**src/rtl/fix2flt_seq_if.sv**
```systemverilog
// fix2flt_seq_if
//   Start/done handshake and data bus for the fixed-to-half converter.
//   Ports carried:
//     start   - request pulse from the requester
//     fix_in  - 16-bit sign-magnitude operand {sign, mag[14:0]}
//     busy    - converter is working on a captured operand
//     done    - one-cycle completion pulse
//     flt_out - IEEE-754 half-precision result
//   master: the requester (drives start/fix_in)
//   slave : the converter (drives busy/done/flt_out)
interface fix2flt_seq_if;
    logic        start;
    logic [15:0] fix_in;
    logic        busy;
    logic        done;
    logic [15:0] flt_out;

    modport master (
        output start,
        output fix_in,
        input  busy,
        input  done,
        input  flt_out
    );

    modport slave (
        input  start,
        input  fix_in,
        output busy,
        output done,
        output flt_out
    );
endinterface

```
**src/rtl/fix2flt_seq.sv**
```systemverilog
// fix2flt_seq
//   Sequential converter from 16-bit sign-magnitude fixed point (15-bit
//   magnitude scaled by 2^FRAC_BITS) to IEEE-754 half precision.
//   Normalizes one bit per cycle, truncates the fraction, and signals
//   completion with a registered one-cycle done pulse.
//   Ports:
//     clk   - single clock, rising-edge active
//     reset - asynchronous, active-low; clears all state
//     bus   - fix2flt_seq_if.slave (start, fix_in, busy, done, flt_out)
module fix2flt_seq #(
    parameter int FRAC_BITS = 8,
    parameter int EXP_BIAS  = 15
) (
    input  logic          clk,
    input  logic          reset,
    fix2flt_seq_if.slave  bus
);

    typedef enum logic [1:0] {IDLE, NORM, PACK, DONE} state_t;

    // Exponent for a leading one at magnitude bit 14; each shift lowers it by one.
    localparam logic [4:0] E_INIT = 5'(14 - FRAC_BITS + EXP_BIAS);

    state_t      state_q, state_d;
    logic        sgn_q,   sgn_d;
    logic [14:0] mag_q,   mag_d;
    logic [4:0]  e_q,     e_d;
    logic        busy_q,  busy_d;
    logic        done_q,  done_d;
    logic [15:0] flt_q,   flt_d;

    // Build the half-precision word from the normalized magnitude. The hidden
    // bit mag[14] is dropped and mag[3:0] discarded (truncation toward zero).
    function automatic logic [15:0] pack_half(input logic       s,
                                              input logic [4:0]  e,
                                              input logic [14:0] m);
        if (m == 15'd0) begin
            pack_half = {s, 15'd0};
        end else begin
            pack_half = {s, e, m[13:4]};
        end
    endfunction

    always_comb begin
        state_d = state_q;
        sgn_d   = sgn_q;
        mag_d   = mag_q;
        e_d     = e_q;
        busy_d  = busy_q;
        done_d  = 1'b0;
        flt_d   = flt_q;
        case (state_q)
            IDLE: begin
                if (bus.start) begin
                    sgn_d   = bus.fix_in[15];
                    mag_d   = bus.fix_in[14:0];
                    e_d     = E_INIT;
                    busy_d  = 1'b1;
                    state_d = NORM;
                end
            end
            NORM: begin
                if ((mag_q == 15'd0) || mag_q[14]) begin
                    state_d = PACK;
                end else begin
                    mag_d = {mag_q[13:0], 1'b0};
                    e_d   = e_q - 5'd1;
                end
            end
            PACK: begin
                flt_d   = pack_half(sgn_q, e_q, mag_q);
                done_d  = 1'b1;
                busy_d  = 1'b0;
                state_d = DONE;
            end
            DONE: begin
                // start is deliberately not sampled here
                state_d = IDLE;
            end
            default: state_d = IDLE;
        endcase
    end

    always_ff @(posedge clk or negedge reset) begin
        if (!reset) begin
            state_q <= IDLE;
            sgn_q   <= 1'b0;
            mag_q   <= 15'd0;
            e_q     <= 5'd0;
            busy_q  <= 1'b0;
            done_q  <= 1'b0;
            flt_q   <= 16'h0000;
        end else begin
            state_q <= state_d;
            sgn_q   <= sgn_d;
            mag_q   <= mag_d;
            e_q     <= e_d;
            busy_q  <= busy_d;
            done_q  <= done_d;
            flt_q   <= flt_d;
        end
    end

    assign bus.busy    = busy_q;
    assign bus.done    = done_q;
    assign bus.flt_out = flt_q;

endmodule

```
**src/flat_wrapper.sv**
```systemverilog
// flat-port wrapper written by rule: the top's interface ports become plain ports
module fix2flt_seq_flat 
#(
    parameter int FRAC_BITS = 8,
    parameter int EXP_BIAS  = 15
)
  (clk, reset, bus_start, bus_fix_in, bus_busy, bus_done, bus_flt_out);
  fix2flt_seq_if bus_i ();
  input  logic clk;
  input  logic reset;
  input wire logic [$bits(bus_i.start)-1:0] bus_start;
  input wire logic [$bits(bus_i.fix_in)-1:0] bus_fix_in;
  output wire logic [$bits(bus_i.busy)-1:0] bus_busy;
  output wire logic [$bits(bus_i.done)-1:0] bus_done;
  output wire logic [$bits(bus_i.flt_out)-1:0] bus_flt_out;
  assign bus_i.start = bus_start;
  assign bus_i.fix_in = bus_fix_in;
  assign bus_busy = bus_i.busy;
  assign bus_done = bus_i.done;
  assign bus_flt_out = bus_i.flt_out;
  fix2flt_seq #(.FRAC_BITS(FRAC_BITS), .EXP_BIAS(EXP_BIAS)) u_core (.clk(clk), .reset(reset), .bus(bus_i));
endmodule
```
**config.mk**
```make
export PLATFORM = sky130hd
export DESIGN_NAME = fix2flt_seq_flat
export DESIGN_NICKNAME = d
export VERILOG_FILES = /design/src/rtl/fix2flt_seq_if.sv /design/src/rtl/fix2flt_seq.sv /design/src/flat_wrapper.sv
export SDC_FILE = /design/constraint.sdc
export NUM_CORES = 1
export LEC_CHECK = 0
export BUFFER_PORTS_ARGS = -buffer_cell sky130_fd_sc_hd__buf_2
export CAP_MARGIN = 30
export CORE_MARGIN = 5
export CORE_UTILIZATION = 38
export DETAILED_ROUTE_END_ITERATION = 10
export PLACE_DENSITY = 0.59
export SLEW_MARGIN = 20
export SYNTH_ARGS = -nofsm -noshare
export SYNTH_HDL_FRONTEND = slang
export SYNTH_SLANG_ARGS = --single-unit
```
**constraint.sdc**
```tcl
create_clock -name clk -period 3.2 [get_ports clk]
set_clock_uncertainty 0.05 [all_clocks]
set_input_delay 0.96 -clock clk [delete_from_list [all_inputs] [get_ports clk]]
set_output_delay 0.96 -clock clk [all_outputs]
set_load 0.05 [all_outputs]
```
* After elaboration in Yosys (flattened, before gate mapping)
Cells that the tools add are included.
Word-level totals: output and inout bits 18, word-level logic and storage cells 36, flip-flop bits (word level) 41, bits of input ports 19
Cells by class: $add $sub $neg 1, eq/ne operators 6, muxes and demuxes 13, reductions and logical operators 9
Operators by type and width (number):
- 15-bit 2-to-1 mux | 3
- 15-bit one-hot mux with 2 select lines | 1
- 15-bit logical NOT | 1
- 5-bit 2-to-1 mux | 2
- 5-bit one-hot mux with 2 select lines | 1
- 2-bit one-hot mux with 4 select lines | 1
- 2-bit AND reduction | 3
- 5-bit by 1-bit subtractor with 5-bit output (second input constant) | 1
- 2-bit == test (second input constant) | 2
- 2-bit 2-to-1 mux | 2
- 2-bit inequality test (second input constant) | 2
- 2-bit nonzero test | 2
- 3-bit AND reduction | 1
- 2-bit by 1-bit == test with 1-bit output (second input constant) | 1
- 2-bit logical NOT | 1
- 1-bit 2-to-1 mux | 2
- 2-bit by 1-bit inequality test with 1-bit output (second input constant) | 1
- 1-bit one-hot mux with 2 select lines | 1
- 1-bit logical OR | 1

* Logic depth before layout (Yosys ltp)
Gate-level depths: netlist (run 1).
depth after elaboration 4, depth in mapped cells 7, depth with buffers taken out 6

* Worst setup path after synthesis (run 1)
No wires, ideal clock.
path type input -> register, start input bus_start, end register u_core.mag_q[10], buffers on the path 1, cell stages on the path 5, setup slack 1063 ps, data required time 3025 ps, setup time 125 ps, arrival 1962 ps, cell sequence nor2b_1 nor2_1 a21o_1 buf_6 mux2_4
Between the ends: longest elaborated chain between the ends 2
RTL lines:
- start, declared | RTL line flat_wrapper.sv:11 | input wire logic [$bits(bus_i.start)-1:0] bus_start;
- 2-bit inequality test (no line)
- 3-bit AND reduction (no line)
- end signal, assigned | RTL line fix2flt_seq.sv:96 | mag_q <= mag_d;
- end, declared | RTL line fix2flt_seq.sv:26 | logic [14:0] mag_q, mag_d;
Every way passes these cells. A chain may end at the register's enable or synchronous reset.

* Worst setup path in the final report (run 1)
start register u_core.state_q[1], end register u_core.mag_q[1]
Between the ends: longest elaborated chain between the ends 3, elaborated cells between the ends (all ways) 7, those cells by class eq/ne: 3; mux: 1; reduce/logical: 3
RTL lines:
- start, declared | RTL line fix2flt_seq.sv:24 | state_t state_q, state_d;
- start signal, assigned | RTL line fix2flt_seq.sv:94 | state_q <= state_d;
- 2-bit by 1-bit == test with 1-bit output or 2-bit logical NOT (tied branches) | RTL line fix2flt_seq.sv:52 | case (state_q)
- 2-bit inequality test (no line) or 2-bit nonzero test (tied branches)
- 3-bit AND reduction (no line)
Several ways; a longest one is shown, not always the timed one.

==> flow_summary_export.csv, run 1 <==
group,metric,value,unit
outcome,outcome,"finished clean",
floorplanning,die_area,6660,um^2
clock_network,cts_hold_buf,0,
finish,nets,218,
detailed_routing,routed_wl,4.00,mm
placement,dp_hpwl,2.86,mm
placement,place_area,2200,um^2
floorplanning,start_util,38.6,%
synth,synth-seq-cells,41,
detailed_routing,dr.pass1.iters,4,
critical_path,cp-start-kind,"register",
sta,maxSlewViolCount,0,
clock_network,clockRootBuffer,"clkbuf_8",
detailed_routing,first_iter_violations,60,
critical_path,path_delay_family,"compound AO/OA/AOI/OAI gates",
detailed_routing,drc,0,
clock_network,cts_tree,"done",
hold_path,hold_path_depth,1,
clock_network,cts_made_buffers,5,
critical_path,cp_num_buf_inv,1,
sta,slew_headroom,53.1,%
floorplanning,row_count,26,
sta,period_minus_slack,2.43,ns
job,max-cap-violations,0,
critical_path,r2r_cells,6,
power,p_per_area,1160,nW/um^2
synth,synthCells,155,
floorplanning,die_h,81.6,um
placement,post-place-ws,0.483,ns
placement,dp.cells,256,
finish,drive_gt1_share,44.1,%
placement,gp_congestion,0.794,
finish,fin_util,45.8,%
global_routing,grt_overflow,0,
critical_path,r2r_start,"u_core.state_q[1]$_DFFE_PN0P_",
clock_network,postCtsSetupBuffers,0,
hold_path,holdCritStartpoint,"u_core.bus.flt_out[8]$_DFFE_PN0P_",
finish,design_area,2310,um^2
floorplanning,core_area,5040,um^2
detailed_routing,vias,1327,
placement,portBuffers,36,
clock_network,clk_pin_slew,0.08,ns
sta,holdWs,0.454,ns
finish,seq_area,1030,um^2
synth,yosysTopAreaCell,"dfrtp_1",
synth,synthesis.area,1950,um^2
global_routing,antenna_found_initial,0,
synth,synth_nets,179,
sta,finalHoldViolCount,0,
synth,ys_seq_area_share,52.7,%
detailed_routing,wire_per_inst,15.1,um
hold_path,hold_class,"reg -> reg",
critical_path,critPathMaxFanout,14,
critical_path,required,3.33,ns
synth,syn_avg_cell_area,12.6,um^2
synth,yosysUniqueCellTypes,32,
clock_network,cts_buffer_depth,2,
clock_network,cts_sinks,41,
global_routing,grt_pass1_vias,1395,
global_routing,grt.total_usage,13.0,%
critical_path,cp.depth,6,
sta,clock.fmax,0.411,GHz
finish,diodes,0,
critical_path,critPathArrivalTime,2.57,ns
synth,synth_top_area_share,52.7,%
detailed_routing,drtAntennaViolNets,0,
finish,n_fill_cell,484,
sta,finalSetupViolCount,0,
clock_network,htreeDepth,2,
critical_path,path_class,"reg -> reg",
power,irDropWorstVdd,0.696,mV
finish,final_cells,265,
power,p_leak,1.07,nW
sta,fin_crit_sh,76.1,%
critical_path,slowest_delay,0.64,ns
clock_network,worstSkewPairLatency,0.29,ns
sta,finalSetupTns,0,ns
finish,multiInputGateArea,847,um^2
detailed_routing,via_per_inst,5.01,
sta,worst_pin_slew,0.703,ns
floorplanning,die_w,81.6,um
critical_path,crit_chain,"inv_1 -> ha_1 -> nor2b_1 -> nor2_1 -> a21o_1 -> mux2_2",
clock_network,post_cts_resized,0,
global_routing,grt_max_degree,42,
global_routing,grt_pass1_wl,6.49,mm
synth,ys_warn_count,0,
critical_path,cp-end-kind,"register",
critical_path,startpoint,"u_core.state_q[1]$_DFFE_PN0P_",
sta,rsz0062_at_grt,"false",
sta,layout_setup_ws,0.766,ns
synth,ys_top_cells_by_area,"dfrtp_1 53%, mux2_2 17%, mux2_4 6.9%, ha_1 3.2%, o21ai_0 2.3%",
finish,areaGrowthSynthToFinish,18.4,%
floorplanning,io_pins,37,
power,power,2.68,mW
critical_path,critPathSlowestCell,"a21o_1",
path summary, 6_finish.rpt:
| kind | to | slack, ns |
|---|---|---|
| worst max-delay path | u_core.mag_q[1]$_DFFE_PN0P_ | 0.77 |
| worst min-delay path | u_core.bus.flt_out[8]$_DFFE_PN0P_ | 0.45 |
| worst max register to register | u_core.mag_q[1]$_DFFE_PN0P_ | 0.77 |
| worst min register to register | u_core.bus.flt_out[8]$_DFFE_PN0P_ | 0.45 |
| max in group asynchronous | u_core.mag_q[10]$_DFFE_PN0P_ | 2.08 |
| min in group asynchronous | u_core.bus.flt_out[11]$_DFFE_PN0P_ | 0.55 |
cell type report:
class                      instances  area share, %
sequential                        41           44.5
multi-input combinational         96           36.7
timing repair buffer              39           9.65
tap                               70           3.80
clock buffer                       6           3.15
inverter                          11           1.79
clock inverter                     2          0.434
routing by layer:
metal  GRT usage (%)  up-vias  part of all wire, %
met5               0        -                    0
met4            5.65        0                  2.1
met3            3.73        8                  6.1
met2            20.9       46                   47
met1            16.3      641                   45
li1                -      632                    -
cells in the mapped netlist:
library cell,count
buf_6,1
nor3b_1,2
mux2_2,30
mux2i_1,3
a22oi_1,1
buf_1,1
nor4_1,4
mux2_4,9
nand2b_1,1
and2_1,1
clkbuf_1,5
or2_2,1
or3_1,1
ha_1,5
nand4_1,1
dfrtp_1,41
nor3_1,1
o21a_1,1
a311oi_1,1
nand2_1,6
o31ai_1,1
nand3_1,6
nor2b_1,1
a21o_1,1
nor2_1,4
o21ai_0,9
inv_1,11
a31oi_1,2
nand4b_1,1
a32oi_1,1
o31a_1,1
a41oi_1,1
sequential cells by signal, indices dropped and copies added (netlist names):
register / flops
u_core.bus.busy: 1
u_core.sgn_q: 1
u_core.mag_q: 15
u_core.state_q: 2
u_core.bus.flt_out: 16
u_core.bus.done: 1
u_core.e_q: 5
power breakdown:
group	internal (mW)	leakage, nW	switching (mW)
clock network	0.151	0.0450	0.173
logic	0.574	0.539	0.819
registers	0.779	0.490	0.187
kinds of logic (layout without fill, tap and decap cells):
kind of cell	after synthesis	count (layout)	synth area share, %
AO/OA/AOI/OAI	19	19	6.29
multiplexers	42	42	25.8
AND/OR/NAND/NOR	30	30	8.16
buffers and inverters	18	58	3.85
flip-flops	41	41	52.7
adder cells (fa/ha/maj)	5	5	3.21
worst reg2reg max path, cell delays in order (launching register included):
cell and delay, ns:
dfrtp_1 0.38, inv_1 0.09, ha_1 0.25, nor2b_1 0.18
nor2_1 0.32, a21o_1 0.64, mux2_2 0.42
placed cells by master, fill, tap and decap left out, types with 2 or more instances in the layout:
cell and count:
clkinv_2 2, clkbuf_8 5, dfrtp_1 41, nor2_1 4, mux2_4 9, ha_1 5
inv_1 11, nand3_1 6, buf_2 36, a31oi_1 2, mux2_2 30, nor4_1 4
o21ai_0 9, nand2_1 6, mux2i_1 3, buf_4 2, nor3b_1 2
No activity file was read; power rests on OpenSTA's default activity.
==> run 2: changes to the inputs <==
--- a/config.mk
+++ b/config.mk
@@ -5,6 +5,7 @@
 export SDC_FILE = /design/constraint.sdc
 export NUM_CORES = 1
 export LEC_CHECK = 0
+export ABC_AREA = 1
 export BUFFER_PORTS_ARGS = -buffer_cell sky130_fd_sc_hd__buf_2
 export CAP_MARGIN = 30
 export CORE_MARGIN = 5
==> constraint.sdc (replaced) <==
create_clock -name clk -period 2.5 [get_ports clk]
set_clock_uncertainty 0.05 [all_clocks]
set_input_delay 0.75 -clock clk [delete_from_list [all_inputs] [get_ports clk]]
set_output_delay 0.75 -clock clk [all_outputs]
set_load 0.05 [all_outputs]
==> run 2 against run 1 <==
  * Sequential power increased by 24%
  * Global-route usage is 0.59 points higher
  * Register-to-register slack lost 0.23 ns
  * Sequential share of layout area shrank 1.1 points
  * Critical endpoint is now u_core.e_q[0]$_DFFE_PN0P_
  * Largest power group unchanged
==> flow_summary_export.csv, run 2 <==
group,metric,value,unit
outcome,outcome,"finished clean",
placement,gp_congestion,0.809,
finish,nets,323,
finish,largest_reg_flops,16,
clock_network,cts_sinks,41,
critical_path,rrSetupSlack,0.53,ns
critical_path,required,2.63,ns
synth,synth_top_family_by_area,"simple AND/OR/NAND/NOR gates",
sta,period_minus_slack,1.97,ns
clock_network,clk_pin_slew,0.08,ns
floorplanning,start_util,39.5,%
detailed_routing,drc,0,
critical_path,r2r_start,"u_core.state_q[1]$_DFFE_PN0P_",
detailed_routing,dr.pass1.iters,4,
critical_path,timing.rr.end,"u_core.e_q[0]$_DFFE_PN0P_",
synth,synth_mux_area_share,0,%
job,max-cap-violations,0,
finish,layout_commonest_cell,"nand2_1",
clock_network,htreeDepth,2,
global_routing,grt.total_usage,13.6,%
synth,yosysUniqueCellTypes,25,
synth,synth_xor_area_share,0.432,%
clock_network,postCtsSetupBuffers,0,
global_routing,grt_overflow,0,
synth,synth_top_area_share,50.6,%
power,pwr-share-seq,33.9,%
power,intPower,1.75,mW
sta,finalSetupViolCount,0,
floorplanning,die_h,83.1,um
synth,yosysMostFrequentCell,"nand2_1",
floorplanning,core_area,5140,um^2
synth,synth_nets,287,
synth,synth-simple-area-share,37.6,%
power,p_switching,1.79,mW
sta,rsz0062_at_grt,"false",
clock_network,cts_buffer_depth,2,
clock_network,clockRootBuffer,"clkbuf_8",
sta,finalHoldViolCount,0,
floorplanning,io_pins,37,
power,pwr-share-comb,52.6,%
global_routing,grt_pass1_vias,1661,
placement,dp_hpwl,3.06,mm
power,p_per_area,1500,nW/um^2
finish,drive_gt1_share,19.0,%
detailed_routing,routed_wl,4.43,mm
synth,ys_warn_count,0,
synth,synthesis.area,2030,um^2
sta,finalSetupTns,0,ns
synth,yosysTopAreaCell,"dfrtp_1",
finish,diodes,0,
critical_path,critPathMaxFanout,20,
synth,ys_top_cells_by_area,"dfrtp_1 51%, nand2_1 25%, nand3_1 5.7%, ha_1 3.1%, nor2_1 2.4%",
synth,synthCells,263,
critical_path,cp-start-kind,"register",
critical_path,critPathArrivalTime,2.10,ns
detailed_routing,wire_per_inst,12.0,um
clock_network,cts_tree,"done",
global_routing,antenna_found_initial,0,
synth,synth-seq-cells,41,
floorplanning,row_count,26,
floorplanning,die_w,83.1,um
placement,portBuffers,36,
critical_path,cp-end-kind,"register",
detailed_routing,via_per_inst,4.57,
finish,areaGrowthSynthToFinish,16.7,%
finish,n_fill_cell,552,
detailed_routing,first_iter_violations,126,
synth,syn_avg_cell_area,7.71,um^2
synth,synthFlopType,"dfrtp_1",
power,p_leak,1.36,nW
critical_path,path_class,"reg -> reg",
global_routing,grt_pass1_wl,7.65,mm
synth,synth_compound_area_share,1.91,%
detailed_routing,drtAntennaViolNets,0,
sta,maxSlewViolCount,0,
power,irDropWorstVdd,0.840,mV
synth,yosys.area_share.adder,3.08,%
synth,async_reset_ff_share,100,%
synth,synthTopCellsByCount,"137 x nand2_1, 41 x dfrtp_1, 23 x nand3_1",
synth,ys_seq_area_share,50.6,%
finish,layout_common_cells,"137 x nand2_1, 41 x dfrtp_1, 36 x buf_2",
critical_path,r2r_cells,9,
power,sw_frac_of_total,50.5,%
sta,fin_crit_sh,78.7,%
clock_network,post_cts_resized,0,
sta,clock.fmax,0.508,GHz
sta,slew_headroom,63.1,%
floorplanning,die_area,6900,um^2
finish,design_area,2370,um^2
synth,synth-edff-count,0,
hold_path,hold_class,"in -> async",
clock_network,worstSkewPairLatency,0.30,ns
detailed_routing,vias,1690,
global_routing,grt_max_degree,23,
power,power_frac_clock,13.4,%
sta,worst_pin_slew,0.550,ns
placement,place_area,2270,um^2
clock_network,cts_made_buffers,5,
clock_network,cts_hold_buf,0,
## run 2: changes by cell type after synthesis, moves of 2 or more
cell,before,now
nor4_1,4,0
clkbuf_1,5,2
nor3b_1,2,0
nand2_1,6,137
nor2_1,4,13
mux2_2,30,0
nand3_1,6,23
mux2i_1,3,0
nand2_2,0,3
nand3_2,0,3
mux2_4,9,0
buf_2,0,4
o21ai_0,9,4
a31oi_1,2,0
## run 2: how the worst max path moves through the flow
stage                                       start                           to  slack (ns)  depth (start not counted)
global route        u_core.state_q[1]$_DFFE_PN0P_  u_core.mag_q[1]$_DFFE_PN0P_        0.31                          9
global placement    u_core.state_q[1]$_DFFE_PN0P_  u_core.mag_q[5]$_DFFE_PN0P_        0.62                          9
finish              u_core.state_q[1]$_DFFE_PN0P_    u_core.e_q[0]$_DFFE_PN0P_        0.53                          9
CTS                 u_core.state_q[1]$_DFFE_PN0P_  u_core.mag_q[2]$_DFFE_PN0P_        0.57                          9
floorplan           u_core.state_q[1]$_DFFE_PN0P_    u_core.e_q[2]$_DFFE_PN0P_        0.95                         11
detailed placement  u_core.state_q[1]$_DFFE_PN0P_    u_core.e_q[0]$_DFFE_PN0P_        0.57                          9
## run 2: critical path, stage by stage (launching register included)
cell	delay, ns
dfrtp_1	0.40
inv_1	0.10
ha_1	0.17
inv_1	0.15
nor2_1	0.16
nand2_2	0.09
nand2_2	0.34
nand2_4	0.23
nand2_1	0.11
nand2_1	0.05
## run 2: cell type report
type	instances	area (um^2)	area share [%]
clock inverters	1	5.00	0.211
flip-flops and latches	41	1030	43.3
inverters	13	48.8	2.06
clock buffers	7	96.3	4.07
repair buffers	41	230	9.73
well taps	70	87.6	3.70
multi-input cells	197	873	36.9
## run 2: layer usage
layer / wire length (um) / GRT usage (%) / up-vias
met5: 0 / 0 / -
met3: 191 / 3.76 / 7
met1: 2190 / 17.7 / 765
li1: - / - / 887
met2: 1980 / 21.4 / 31
met4: 74 / 5.35 / 0
## run 2: power by group through the flow
stage                     clock network (mW)  logic, mW  registers, mW
final                                  0.476       1.86           1.20
after detailed placement                   0       1.89           1.21
after floorplan                            0       1.13           1.60
after CTS                              0.485       1.89           1.20
after global routing                   0.509       2.10           1.25
after global placement                     0       1.87           1.20
## run 2: stage by stage
step | power (mW) | util [%] | hold slack [ns] | std cells | worst slack (ns)
global route | 3.86 | 46.1 | 0.398 | 370 | 0.309
CTS | 3.57 | 46.1 | 0.376 | 370 | 0.565
floorplan | 2.73 | - | 0.392 | 263 | 0.951
detailed placement | 3.10 | 44.1 | 0.403 | 362 | 0.574
finish | 3.54 | 46.1 | 0.364 | 370 | 0.533
global placement | 3.07 | 44.1 | 0.398 | 362 | 0.623
## run 2: cell families after synthesis
family | count (synthesis)
xor+xnor | 1
fa+ha+maj | 5
simple gates | 184
flops | 41
compound gates | 7
buf+inv | 25
